==> config.mk <==
export PLATFORM = sky130hd
export DESIGN_NAME = result_bus_arbiter_flat
export DESIGN_NICKNAME = d
export VERILOG_FILES = /design/src/rtl/result_bus_arbiter_if.sv /design/src/rtl/result_bus_arbiter.sv /design/src/flat_wrapper.sv
export SDC_FILE = /design/constraint.sdc
export NUM_CORES = 1
export LEC_CHECK = 0
export CORE_MARGIN = 5
export CORE_UTILIZATION = 33
export CTS_CLUSTER_DIAMETER = 120
export CTS_CLUSTER_SIZE = 8
export DETAILED_ROUTE_END_ITERATION = 16
export PLACE_DENSITY = 0.8
export SLEW_MARGIN = 20
export SYNTH_ARGS = -nofsm -noshare
export SYNTH_HDL_FRONTEND = slang
export SYNTH_SLANG_ARGS = --single-unit
==> constraint.sdc <==
create_clock -name clk -period 2.4 [get_ports clk]
set_clock_uncertainty 0.15 [all_clocks]
set_input_delay 0.48 -clock clk [delete_from_list [all_inputs] [get_ports clk]]
set_output_delay 0.48 -clock clk [all_outputs]
set_load 0.1 [all_outputs]
==> src/rtl/result_bus_arbiter_if.sv <==
// Flag type shared by units and bus, plus the interface that bundles the
// per-unit result ports and the registered broadcast bus.
package result_bus_arbiter_pkg;
  typedef struct packed {
    logic lt;
    logic gt;
    logic eq;
    logic so;
    logic ov;
    logic ca;
  } cond_exception_t;
endpackage

interface result_bus_arbiter_if #(
  parameter int UNITS       = 4,
  parameter int RS_ID_WIDTH = 5
);
  import result_bus_arbiter_pkg::*;

  logic [0:UNITS-1]       unit_valid;
  logic [0:UNITS-1]       unit_ready;
  logic [RS_ID_WIDTH-1:0] unit_rs_id           [UNITS];
  logic [0:4]             unit_result_reg_addr [UNITS];
  logic [0:31]            unit_result          [UNITS];
  cond_exception_t        unit_cr0_xer         [UNITS];

  logic                       bus_valid;
  logic [RS_ID_WIDTH-1:0]     bus_rs_id;
  logic [0:4]                 bus_result_reg_addr;
  logic [0:31]                bus_result;
  cond_exception_t            bus_cr0_xer;
  logic [$clog2(UNITS)-1:0]   bus_unit;

  // master = arbiter side, slave = units and bus consumers
  modport master (
    input  unit_valid, unit_rs_id, unit_result_reg_addr, unit_result, unit_cr0_xer,
    output unit_ready,
    output bus_valid, bus_rs_id, bus_result_reg_addr, bus_result, bus_cr0_xer, bus_unit
  );

  modport slave (
    output unit_valid, unit_rs_id, unit_result_reg_addr, unit_result, unit_cr0_xer,
    input  unit_ready,
    input  bus_valid, bus_rs_id, bus_result_reg_addr, bus_result, bus_cr0_xer, bus_unit
  );
endinterface

==> src/rtl/result_bus_arbiter.sv <==
// Round-robin arbiter that serialises execution-unit results onto one
// registered broadcast bus with single-cycle latency and no backpressure.
module result_bus_arbiter
  import result_bus_arbiter_pkg::*;
#(
  parameter int UNITS       = 4,
  parameter int RS_ID_WIDTH = 5
) (
  input  logic                clk,
  input  logic                rst,
  input  logic                flush,
  result_bus_arbiter_if.master rb
);

  localparam int UW = $clog2(UNITS);

  logic [UW-1:0] ptr_q, ptr_d;
  logic [UW-1:0] grant;
  logic [UW:0]   scan_sum;
  logic          any_vld;
  logic          xfer;

  logic                   bus_valid_q;
  logic [RS_ID_WIDTH-1:0] bus_rs_id_q;
  logic [0:4]             bus_reg_addr_q;
  logic [0:31]            bus_result_q;
  cond_exception_t        bus_cr0_xer_q;
  logic [UW-1:0]          bus_unit_q;

  // Scan from the farthest offset back to ptr so the nearest valid unit wins.
  always_comb begin
    grant    = '0;
    any_vld  = 1'b0;
    scan_sum = '0;
    for (int k = UNITS - 1; k >= 0; k--) begin
      scan_sum = {1'b0, ptr_q} + (UW+1)'(k);
      if (scan_sum >= (UW+1)'(UNITS)) scan_sum = scan_sum - (UW+1)'(UNITS);
      if (rb.unit_valid[scan_sum[UW-1:0]]) begin
        grant   = scan_sum[UW-1:0];
        any_vld = 1'b1;
      end
    end
  end

  assign xfer = any_vld & ~flush & ~rst;

  always_comb begin
    rb.unit_ready = '0;
    if (xfer) rb.unit_ready[grant] = 1'b1;
  end

  // Explicit wrap keeps non-power-of-two UNITS correct.
  always_comb begin
    ptr_d = ptr_q;
    if (xfer) ptr_d = (grant == UW'(UNITS - 1)) ? '0 : grant + UW'(1);
  end

  always_ff @(posedge clk) begin
    if (rst) begin
      ptr_q          <= '0;
      bus_valid_q    <= 1'b0;
      bus_rs_id_q    <= '0;
      bus_reg_addr_q <= '0;
      bus_result_q   <= '0;
      bus_cr0_xer_q  <= '0;
      bus_unit_q     <= '0;
    end else begin
      ptr_q       <= ptr_d;
      bus_valid_q <= xfer;
      if (xfer) begin
        bus_rs_id_q    <= rb.unit_rs_id[grant];
        bus_reg_addr_q <= rb.unit_result_reg_addr[grant];
        bus_result_q   <= rb.unit_result[grant];
        bus_cr0_xer_q  <= rb.unit_cr0_xer[grant];
        bus_unit_q     <= grant;
      end
    end
  end

  assign rb.bus_valid           = bus_valid_q;
  assign rb.bus_rs_id           = bus_rs_id_q;
  assign rb.bus_result_reg_addr = bus_reg_addr_q;
  assign rb.bus_result          = bus_result_q;
  assign rb.bus_cr0_xer         = bus_cr0_xer_q;
  assign rb.bus_unit            = bus_unit_q;

endmodule

==> src/flat_wrapper.sv <==
// flat-port wrapper written by rule: the top's interface ports become plain ports
module result_bus_arbiter_flat import result_bus_arbiter_pkg::*;
#(
  parameter int UNITS       = 4,
  parameter int RS_ID_WIDTH = 5
)
  (clk, rst, flush, rb_unit_valid, rb_unit_rs_id, rb_unit_result_reg_addr, rb_unit_result, rb_unit_cr0_xer, rb_unit_ready, rb_bus_valid, rb_bus_rs_id, rb_bus_result_reg_addr, rb_bus_result, rb_bus_cr0_xer, rb_bus_unit);
  result_bus_arbiter_if #(.UNITS(UNITS), .RS_ID_WIDTH(RS_ID_WIDTH)) rb_i ();
  input  logic clk;
  input  logic rst;
  input  logic flush;
  input wire logic [$bits(rb_i.unit_valid)-1:0] rb_unit_valid;
  input wire logic [$bits(rb_i.unit_rs_id)-1:0] rb_unit_rs_id;
  input wire logic [$bits(rb_i.unit_result_reg_addr)-1:0] rb_unit_result_reg_addr;
  input wire logic [$bits(rb_i.unit_result)-1:0] rb_unit_result;
  input wire logic [$bits(rb_i.unit_cr0_xer)-1:0] rb_unit_cr0_xer;
  output wire logic [$bits(rb_i.unit_ready)-1:0] rb_unit_ready;
  output wire logic [$bits(rb_i.bus_valid)-1:0] rb_bus_valid;
  output wire logic [$bits(rb_i.bus_rs_id)-1:0] rb_bus_rs_id;
  output wire logic [$bits(rb_i.bus_result_reg_addr)-1:0] rb_bus_result_reg_addr;
  output wire logic [$bits(rb_i.bus_result)-1:0] rb_bus_result;
  output wire logic [$bits(rb_i.bus_cr0_xer)-1:0] rb_bus_cr0_xer;
  output wire logic [$bits(rb_i.bus_unit)-1:0] rb_bus_unit;
  assign rb_i.unit_valid = rb_unit_valid;
  assign rb_i.unit_rs_id = {>>{rb_unit_rs_id}};
  assign rb_i.unit_result_reg_addr = {>>{rb_unit_result_reg_addr}};
  assign rb_i.unit_result = {>>{rb_unit_result}};
  assign rb_i.unit_cr0_xer = {>>{rb_unit_cr0_xer}};
  assign rb_unit_ready = rb_i.unit_ready;
  assign rb_bus_valid = rb_i.bus_valid;
  assign rb_bus_rs_id = rb_i.bus_rs_id;
  assign rb_bus_result_reg_addr = rb_i.bus_result_reg_addr;
  assign rb_bus_result = rb_i.bus_result;
  assign rb_bus_cr0_xer = rb_i.bus_cr0_xer;
  assign rb_bus_unit = rb_i.bus_unit;
  result_bus_arbiter #(.UNITS(UNITS), .RS_ID_WIDTH(RS_ID_WIDTH)) u_core (.clk(clk), .rst(rst), .flush(flush), .rb(rb_i));
endmodule
Word level (Yosys, flattened, before mapping)
Index checks and enable logic that the tools add are counted.

Add/sub/neg operators: 8. Order comparisons: 10. Equality and inequality tests: 1. Multiplexer cells: 40. Bitwise logic cells: 9. Reductions and logical operators: 1.

Operator list (count): $bmux W32 S2 (1); $mux W32 (2); $ge A3 B3 Y1 const B (8); $bmux W5 S2 (2); $mux W5 (4); $mux W2 (9); $not A2 Y3 (5); $mux W1 (13); $bmux W6 S2 (1); $mux W6 (2); $bmux W1 S2 (4); $sub A2 B1 Y2 const B (4); $add A2 B2 Y3 const B (2); $mux W4 (1); $add A2 B1 Y3 const B (1); $ge A2 B3 Y1 const B (1); $lt A3 B1 Y1 const B (1); $add A2 B1 Y2 const B (1); $and A1 B1 Y1 (2); $demux W1 S2 (1); $eq A2 B2 Y1 const B (1); $not A1 Y1 (2); $logic_and A1 B1 Y1 (1).

Bits in registers: 53. Input bits: 199. Output and inout bits: 55.

Depth between registers and ports, before layout
Gate-level depths: netlist of run 1.

Depth after elaboration: 17. Gate-level depth with buffers: 7.

Least setup slack after synthesis of run 1
OpenSTA, ideal clock, no wires.

Path type: input to output. From: input port rb_unit_valid[2]. To: output port rb_unit_ready[1]. Arrival time: 2.088 ns. Slack: -0.318 ns. Stages on the path: 5. Path buffers: 2. Path through: or3b_1 -> o221ai_1 -> buf_4 -> buf_4 -> and3_1.

Word-level cells in the longest chain between the ends: 13. Elaborated cells on any way between the ends: 29. Classes of those cells: order compare: 2; mux: 23; bitwise: 3; reduce/logical: 1.

RTL lines: start, declared (RTL line flat_wrapper.sv:12) `input wire logic [$bits(rb_i.unit_valid)-1:0] rb_unit_valid;`; $bmux W1 S2 (RTL line result_bus_arbiter.sv:38) `if (rb.unit_valid[scan_sum[UW-1:0]]) begin`; $mux W1 (not written as such) (2 in series) (RTL line result_bus_arbiter.sv:38); $mux W2 (4 in series) (RTL line result_bus_arbiter.sv:38); $not A2 Y3 (not written as such) (RTL line result_bus_arbiter.sv:49) `if (xfer) rb.unit_ready[grant] = 1'b1;`; $ge A3 B3 Y1 (not written as such) / $lt A3 B1 Y1 (equally long branches) (RTL line result_bus_arbiter.sv:49); $logic_and A1 B1 Y1 (not written as such) (RTL line result_bus_arbiter.sv:49); $mux W1 (not written as such) (RTL line result_bus_arbiter.sv:49); $demux W1 S2 (RTL line result_bus_arbiter.sv:49); $mux W4 (*) (RTL line result_bus_arbiter.sv:49); end, declared (RTL line flat_wrapper.sv:17) `output wire logic [$bits(rb_i.unit_ready)-1:0] rb_unit_ready;`.

Mark *: on every way between the ends. The rest lies on a longest branch, timed or not. The select of a mux whose other input is x is not followed.

Worst setup path in the final report of run 1
From: register u_core.ptr_q[1]. To: output port rb_unit_ready[2].

Word-level cells in the longest chain between the ends: 17. Elaborated cells on any way between the ends: 48. Classes of those cells: add/sub: 7; order compare: 6; mux: 27; bitwise: 7; reduce/logical: 1.

RTL lines: start, declared (RTL line result_bus_arbiter.sv:17) `logic [UW-1:0] ptr_q, ptr_d;`; start signal, assigned (RTL line result_bus_arbiter.sv:68) `ptr_q <= ptr_d;`; $add A2 B2 Y3 (RTL line result_bus_arbiter.sv:36) `scan_sum = {1'b0, ptr_q} + (UW+1)'(k);`; $ge A3 B3 Y1 / $sub A2 B1 Y2 (equally long branches) (RTL line result_bus_arbiter.sv:37) `if (scan_sum >= (UW+1)'(UNITS)) scan_sum = scan_sum - (UW+1)'(UNITS);`; $mux W2 (RTL line result_bus_arbiter.sv:37); $not A2 Y3 (not written as such) (RTL line result_bus_arbiter.sv:38); $bmux W1 S2 (RTL line result_bus_arbiter.sv:38); $mux W1 (not written as such) (2 in series) (RTL line result_bus_arbiter.sv:38); $mux W2 (4 in series) (RTL line result_bus_arbiter.sv:38); $not A2 Y3 (not written as such) (RTL line result_bus_arbiter.sv:49); $ge A3 B3 Y1 (not written as such) / $lt A3 B1 Y1 (equally long branches) (RTL line result_bus_arbiter.sv:49); $logic_and A1 B1 Y1 (not written as such) (RTL line result_bus_arbiter.sv:49); $mux W1 (not written as such) (RTL line result_bus_arbiter.sv:49); $demux W1 S2 (RTL line result_bus_arbiter.sv:49); $mux W4 (*) (RTL line result_bus_arbiter.sv:49).

Marks and branches as above.

==> flow_metrics.tcl, run 1 <==
set metrics [dict create \
    status "finished, final reports clean" \
    setup_viol 0 \
    power_leakage_nw 2.559 \
    netlist_instances 421 \
    final_common_cell "clkdlybuf4s50_1" \
    place_hpwl_um 10670 \
    hp-class "reg -> reg" \
    ctsHoldBuffers 0 \
    setup_ws_ns 0.09330 \
    dr_wl_met3_um 1208 \
    dieArea_mm2 0.01158 \
    worst_pin_slew_ns 0.4790 \
    avgSynthCellArea_um2 7.472 \
    grt_pass1_vias 4307 \
    required_ns 1.77 \
    rsz0062_at_grt "false" \
    hold_viol_final 0 \
    numCtsBuffers 5 \
    max_cap_viol_count 0 \
    drc 0 \
    ys_seq_elements 53 \
    die_h_um 107.6 \
    report.final.slew_viol_count 0 \
    synth_top_cell_by_area "dfxtp_1" \
    postRouteAntennaNets 0 \
    placed_cell_area_mm2 0.005791 \
    crit_arrival_ns 1.68 \
    syn_nets 620 \
    rows 35 \
    grt_pass1_wl_um 20980 \
    stdcell_count 800 \
    firstDrtPassIters 4 \
    synth_area_mm2 0.003146 \
    rrSetupSlack_ns 0.19 \
    core-area_mm2 0.009284 \
    grt-ovfl-total 0 \
    ys_seq_area_share_pct 33.73 \
    cts.path.max_buffers 2 \
    maxSlewHeadroom_pct 68.07 \
    drive_above_1_share_pct 16.27 \
    crit_path_end_kind "output pin" \
    wl_um 13640 \
    yosys-top-cells-area "dfxtp_1, nand2_1, a32o_1" \
    fmax_mhz 433.5 \
    drt_iter0_drc 232 \
    wirelength_met1_um 5071 \
    routedWlPerCell_um 17.05 \
    clockRootBuffer "clkbuf_8" \
    yosysTopAreaCellShare_pct 33.73 \
    fin_crit_sh_pct 96.11 \
    clk_latency_ns 0.31 \
    layout_common_cells "clkdlybuf4s50_1, nand2_1, buf_4, nand3_1, dfxtp_1" \
    met2_length_um 6944 \
    final_nets 868 \
    tritoncts "done" \
    clk_pin_slew_worst_paths_ns 0.11 \
    finalSetupTns_ns 0 \
    grt_antenna_before_repair 1 \
    ys_types 25 \
    route.vias.total 4140 \
    critPathKind "reg -> out" \
    numPlacedInstances 789 \
    die_w_um 107.6 \
    portBuffers 253 \
    vdd.ir_drop.worst_mv 0.2871 \
    gp_routability_congestion 0.8888 \
    numClockSinks 53 \
    start_util_pct 33.88 \
    ioPinCount 254 \
    fin_crit_ns 2.307 \
    htreeDepth 2 \
    grt_max_degree 41 \
    grtUsageTotal_pct 22.47 \
    vias_per_cell 5.175 \
    powerDensity_mw_per_mm2 588.8 \
    dr.max_layer_used "met4" \
    ys_warn_count 0 \
    syn2layout_area_growth_pct 89.90 \
    fin_area_mm2 0.005973 \
    cp-start-kind "flip-flop" \
    whs_ns 0.3008 \
    place_ws_ns -0.3761 \
    crit_fanout 7 \
]
## repair_timing
item                                    in CTS  in global routing
pin swaps                                    3                  3
resized for setup                           16                  8
endpoints found under the setup margin       7                  4
setup buffers                                2                  0
## through the flow
step	total power [mW]	utilization, %
2_1_floorplan	2.181	-
3_3_place_gp	2.776	62.37
3_5_place_dp	2.807	62.37
4_1_cts	3.552	64.39
5_1_grt	3.683	64.31
6_report	3.517	64.34
## sequential cells by signal, indices dropped and copies added, names as in the netlist
| register | count |
|---|---|
| u_core.rb.bus_result | 32 |
| u_core.rb.bus_valid | 1 |
| u_core.rb.bus_unit | 2 |
| u_core.ptr_q | 2 |
| u_core.rb.bus_rs_id | 5 |
| u_core.rb.bus_result_reg_addr | 5 |
| u_core.rb.bus_cr0_xer | 6 |
## Yosys cell counts, drive strengths merged
library cell / number
or3b: 1
o221a: 1
o221ai: 13
o22ai: 1
nand3: 72
a32o: 36
inv: 1
nor2: 3
and3: 4
o22a: 1
nand2: 162
a311oi: 1
mux2i: 25
buf: 27
o21a: 1
a21oi: 2
dfxtp: 53
a22o: 2
nor4: 1
clkbuf: 12
a21boi: 1
nor3: 1
## final timing paths
check / startpoint / to / depth (start not counted)
setup / recovery: u_core.ptr_q[1] / rb_unit_ready[2] / 4
setup reg to reg: u_core.ptr_q[1] / u_core.rb.bus_result_reg_addr[1] / 6
hold reg to reg: u_core.rb.bus_unit[1] / u_core.rb.bus_unit[1] / 2
hold / removal: u_core.rb.bus_unit[1] / u_core.rb.bus_unit[1] / 2
## cell families after synthesis
group,Yosys count,synth area share (%)
flops,53,33.73
simple gates,244,32.58
buf+inv,40,7.518
mux,25,7.955
compound gates,59,18.22
## cell type report
type	count	area [um2]
inverters	1	3.754
clock buffers	5	68.82
diodes	1	2.502
flip-flops and latches	53	1066
well taps	129	161.4
clock inverters	3	65.06
repair buffers	280	2669
fillers	817	3311
multi-input cells	328	1937
## where the power goes
part / switching (mW) / internal (mW) / total, mW
clock: 0.304 / 0.415 / 0.719
sequential: 0.0536 / 0.971 / 1.02
combinational: 1.12 / 0.657 / 1.77
## worst max-delay path: stages, from the launching register on
cell and delay (ns):
dfxtp_4 0.43, mux2i_4 0.29, o221a_4 0.27, and3_4 0.21, buf_12 0.17
## metal layers
layer,global-route usage [%],up-vias
li1,-,1997
met1,23.82,1908
met2,41.65,203
met3,6.479,32
met4,8.476,0
met5,0,-
Note: power is estimated with default switching activity, not from simulation.
==> run 2: changes to the inputs <==
Settings changed: CORE_UTILIZATION 33 to 30, GPL_TIMING_DRIVEN set to 0, PLACE_DENSITY 0.8 to 0.77.
Clock period 2.4 ns to 1.9 ns, I/O delays scaled along.
==> run 2 against run 1 <==
Largest power group unchanged; the run now ends with negative setup slack left; non-clock buffer count rose by 52; highest routed layer unchanged; via count rose by 7.2%; clock power fell by 2%; routed wire length rose by 22%.
==> flow_metrics.tcl, run 2 (synthesis results as in run 1) <==
set metrics [dict create \
    status "finished with violations" \
    violations "negative setup slack" \
    switchingPower_mw 2.115 \
    start_util_pct 30.61 \
    clockRootBuffer "clkbuf_8" \
    place_ws_ns -1.838 \
    rows 37 \
    routedWlPerCell_um 19.37 \
    ioPinCount 254 \
    hold_depth 2 \
    die_h_um 112.4 \
    wl_um 16620 \
    cp-start-kind "flip-flop" \
    hp-class "in -> reg" \
    final_common_cell "clkdlybuf4s50_1" \
    powerDensity_mw_per_mm2 673.7 \
    tritoncts "done" \
    final_nets 920 \
    grt_antenna_before_repair 1 \
    hold_viol_final 0 \
    postRouteAntennaNets 0 \
    gp_routability_congestion 0.9634 \
    numCtsBuffers 5 \
    dieArea_mm2 0.01263 \
    setup_viol 55 \
    ctsHoldBuffers 0 \
    route.vias.total 4438 \
    setup_ws_ns -0.4617 \
    switching_share_pct 44.08 \
    drt_iter0_drc 243 \
    clk_latency_ns 0.32 \
    p_seq_share_pct 27.0 \
    grt_pass1_wl_um 23450 \
    grt_pass1_vias 4417 \
    grt_max_degree 19 \
    p_comb_share_pct 58.4 \
    crit_fanout 8 \
    rsz0062_at_grt "true" \
    worst_pin_slew_ns 0.5878 \
    cell_internal_pwr_mw 2.683 \
    maxSlewHeadroom_pct 61.00 \
    reg2reg_depth 10 \
    hold_start "rst" \
    crit_arrival_ns 1.83 \
    rrSetupSlack_ns -0.30 \
    fmax_mhz 423.4 \
    fin_crit_sh_pct 124.3 \
    crit_path_end_kind "output pin" \
    report.final.slew_viol_count 0 \
    power_frac_clock_pct 14.7 \
    die_w_um 112.4 \
    layout_common_cells "clkdlybuf4s50_1, nand2_1, clkdlybuf4s15_2, dfxtp_1, nand3_1" \
    reg2reg_from "u_core.ptr_q[1]" \
    drc 0 \
    antenna_cells 0 \
    syn2layout_area_growth_pct 126.4 \
    clk_pin_slew_worst_paths_ns 0.11 \
    hold_end "u_core.ptr_q[1]" \
    fin_crit_ns 2.362 \
    htreeDepth 2 \
    cts.path.max_buffers 2 \
    placed_cell_area_mm2 0.005913 \
    fin_area_mm2 0.007121 \
    vdd.ir_drop.worst_mv 0.3498 \
    max_cap_viol_count 0 \
    core-area_mm2 0.01028 \
    largest_reg_flops 32 \
    portBuffers 253 \
    power_leakage_nw 2.954 \
    vias_per_cell 5.172 \
    firstDrtPassIters 5 \
    timing.rr.end "u_core.rb.bus_rs_id[4]" \
    drive_above_1_share_pct 31.16 \
    grtUsageTotal_pct 22.83 \
    grt-ovfl-total 0 \
    required_ns 1.37 \
    place_hpwl_um 11610 \
    critPathKind "reg -> out" \
    numClockSinks 53 \
]
-- run 2: worst max-delay path by stage --
| stage | slack, ns | cells after the start | startpoint | to |
|---|---|---|---|---|
| CTS | -0.45 | 6 | u_core.ptr_q[1] | rb_unit_ready[2] |
| floorplan | -0.11 | 5 | u_core.ptr_q[1] | rb_unit_ready[2] |
| global route | -0.52 | 6 | u_core.ptr_q[1] | rb_unit_ready[3] |
| finish | -0.46 | 6 | u_core.ptr_q[1] | rb_unit_ready[3] |
| detailed placement | -1.84 | 7 | rb_unit_valid[0] | rb_unit_ready[3] |
| global placement | -1.83 | 7 | rb_unit_valid[0] | rb_unit_ready[1] |
-- run 2: cell type report --
cell class	instances	area [um2]
inverters	1	3.754
flip-flops and latches	53	1069
fillers	854	3157
repair buffers	294	3168
clock buffers	5	68.82
clock inverters	3	23.77
multi-input cells	328	2202
plain buffers	38	415.4
well taps	136	170.2
-- run 2: power by group through the flow --
stage               registers (mW)  logic, mW  clock network (mW)
global placement              1.31       2.28                   0
finish                        1.29       2.80               0.703
detailed placement            1.32       2.31                   0
global route                  1.31       2.93               0.761
floorplan                     2.10      0.675                   0
CTS                           1.29       2.47               0.713
-- run 2: what timing repair did --
item / in CTS / in global routing
gates cloned: 0 / 12
buffers inserted: 16 / 16
pin swaps: 19 / 49
endpoints found under the setup margin: 107 / 54
resized for setup: 270 / 93
-- run 2: layer usage --
layer	share of wire [%]	track usage, %	up-vias
met1	40	27.46	2101
met2	50	39.85	199
met3	7.4	6.415	30
met5	0	0	-
met4	2.6	6.330	0
li1	-	-	2108
-- run 2: metrics by stage --
step / power, mW / cells / utilization, % / hold slack [ns] / TNS (ns)
after CTS: 4.471 / 833 / 63.11 / 0.2766 / -7.539
after global placement: 3.594 / 810 / 57.54 / 0.2819 / -49.56
after floorplan: 2.778 / 421 / - / 0.2886 / -0.4424
after global routing: 4.994 / 858 / 69.28 / 0.3135 / -16.34
after detailed placement: 3.625 / 810 / 57.54 / 0.2854 / -52.20
final: 4.797 / 858 / 69.28 / 0.2978 / -12.78
-- run 2: critical path: stages (launching register included) --
cell     delay (ns)
dfxtp_4        0.43
a21oi_2        0.07
o21a_2         0.26
o22ai_4        0.22
buf_8          0.16
and3_4         0.20
buf_12         0.17
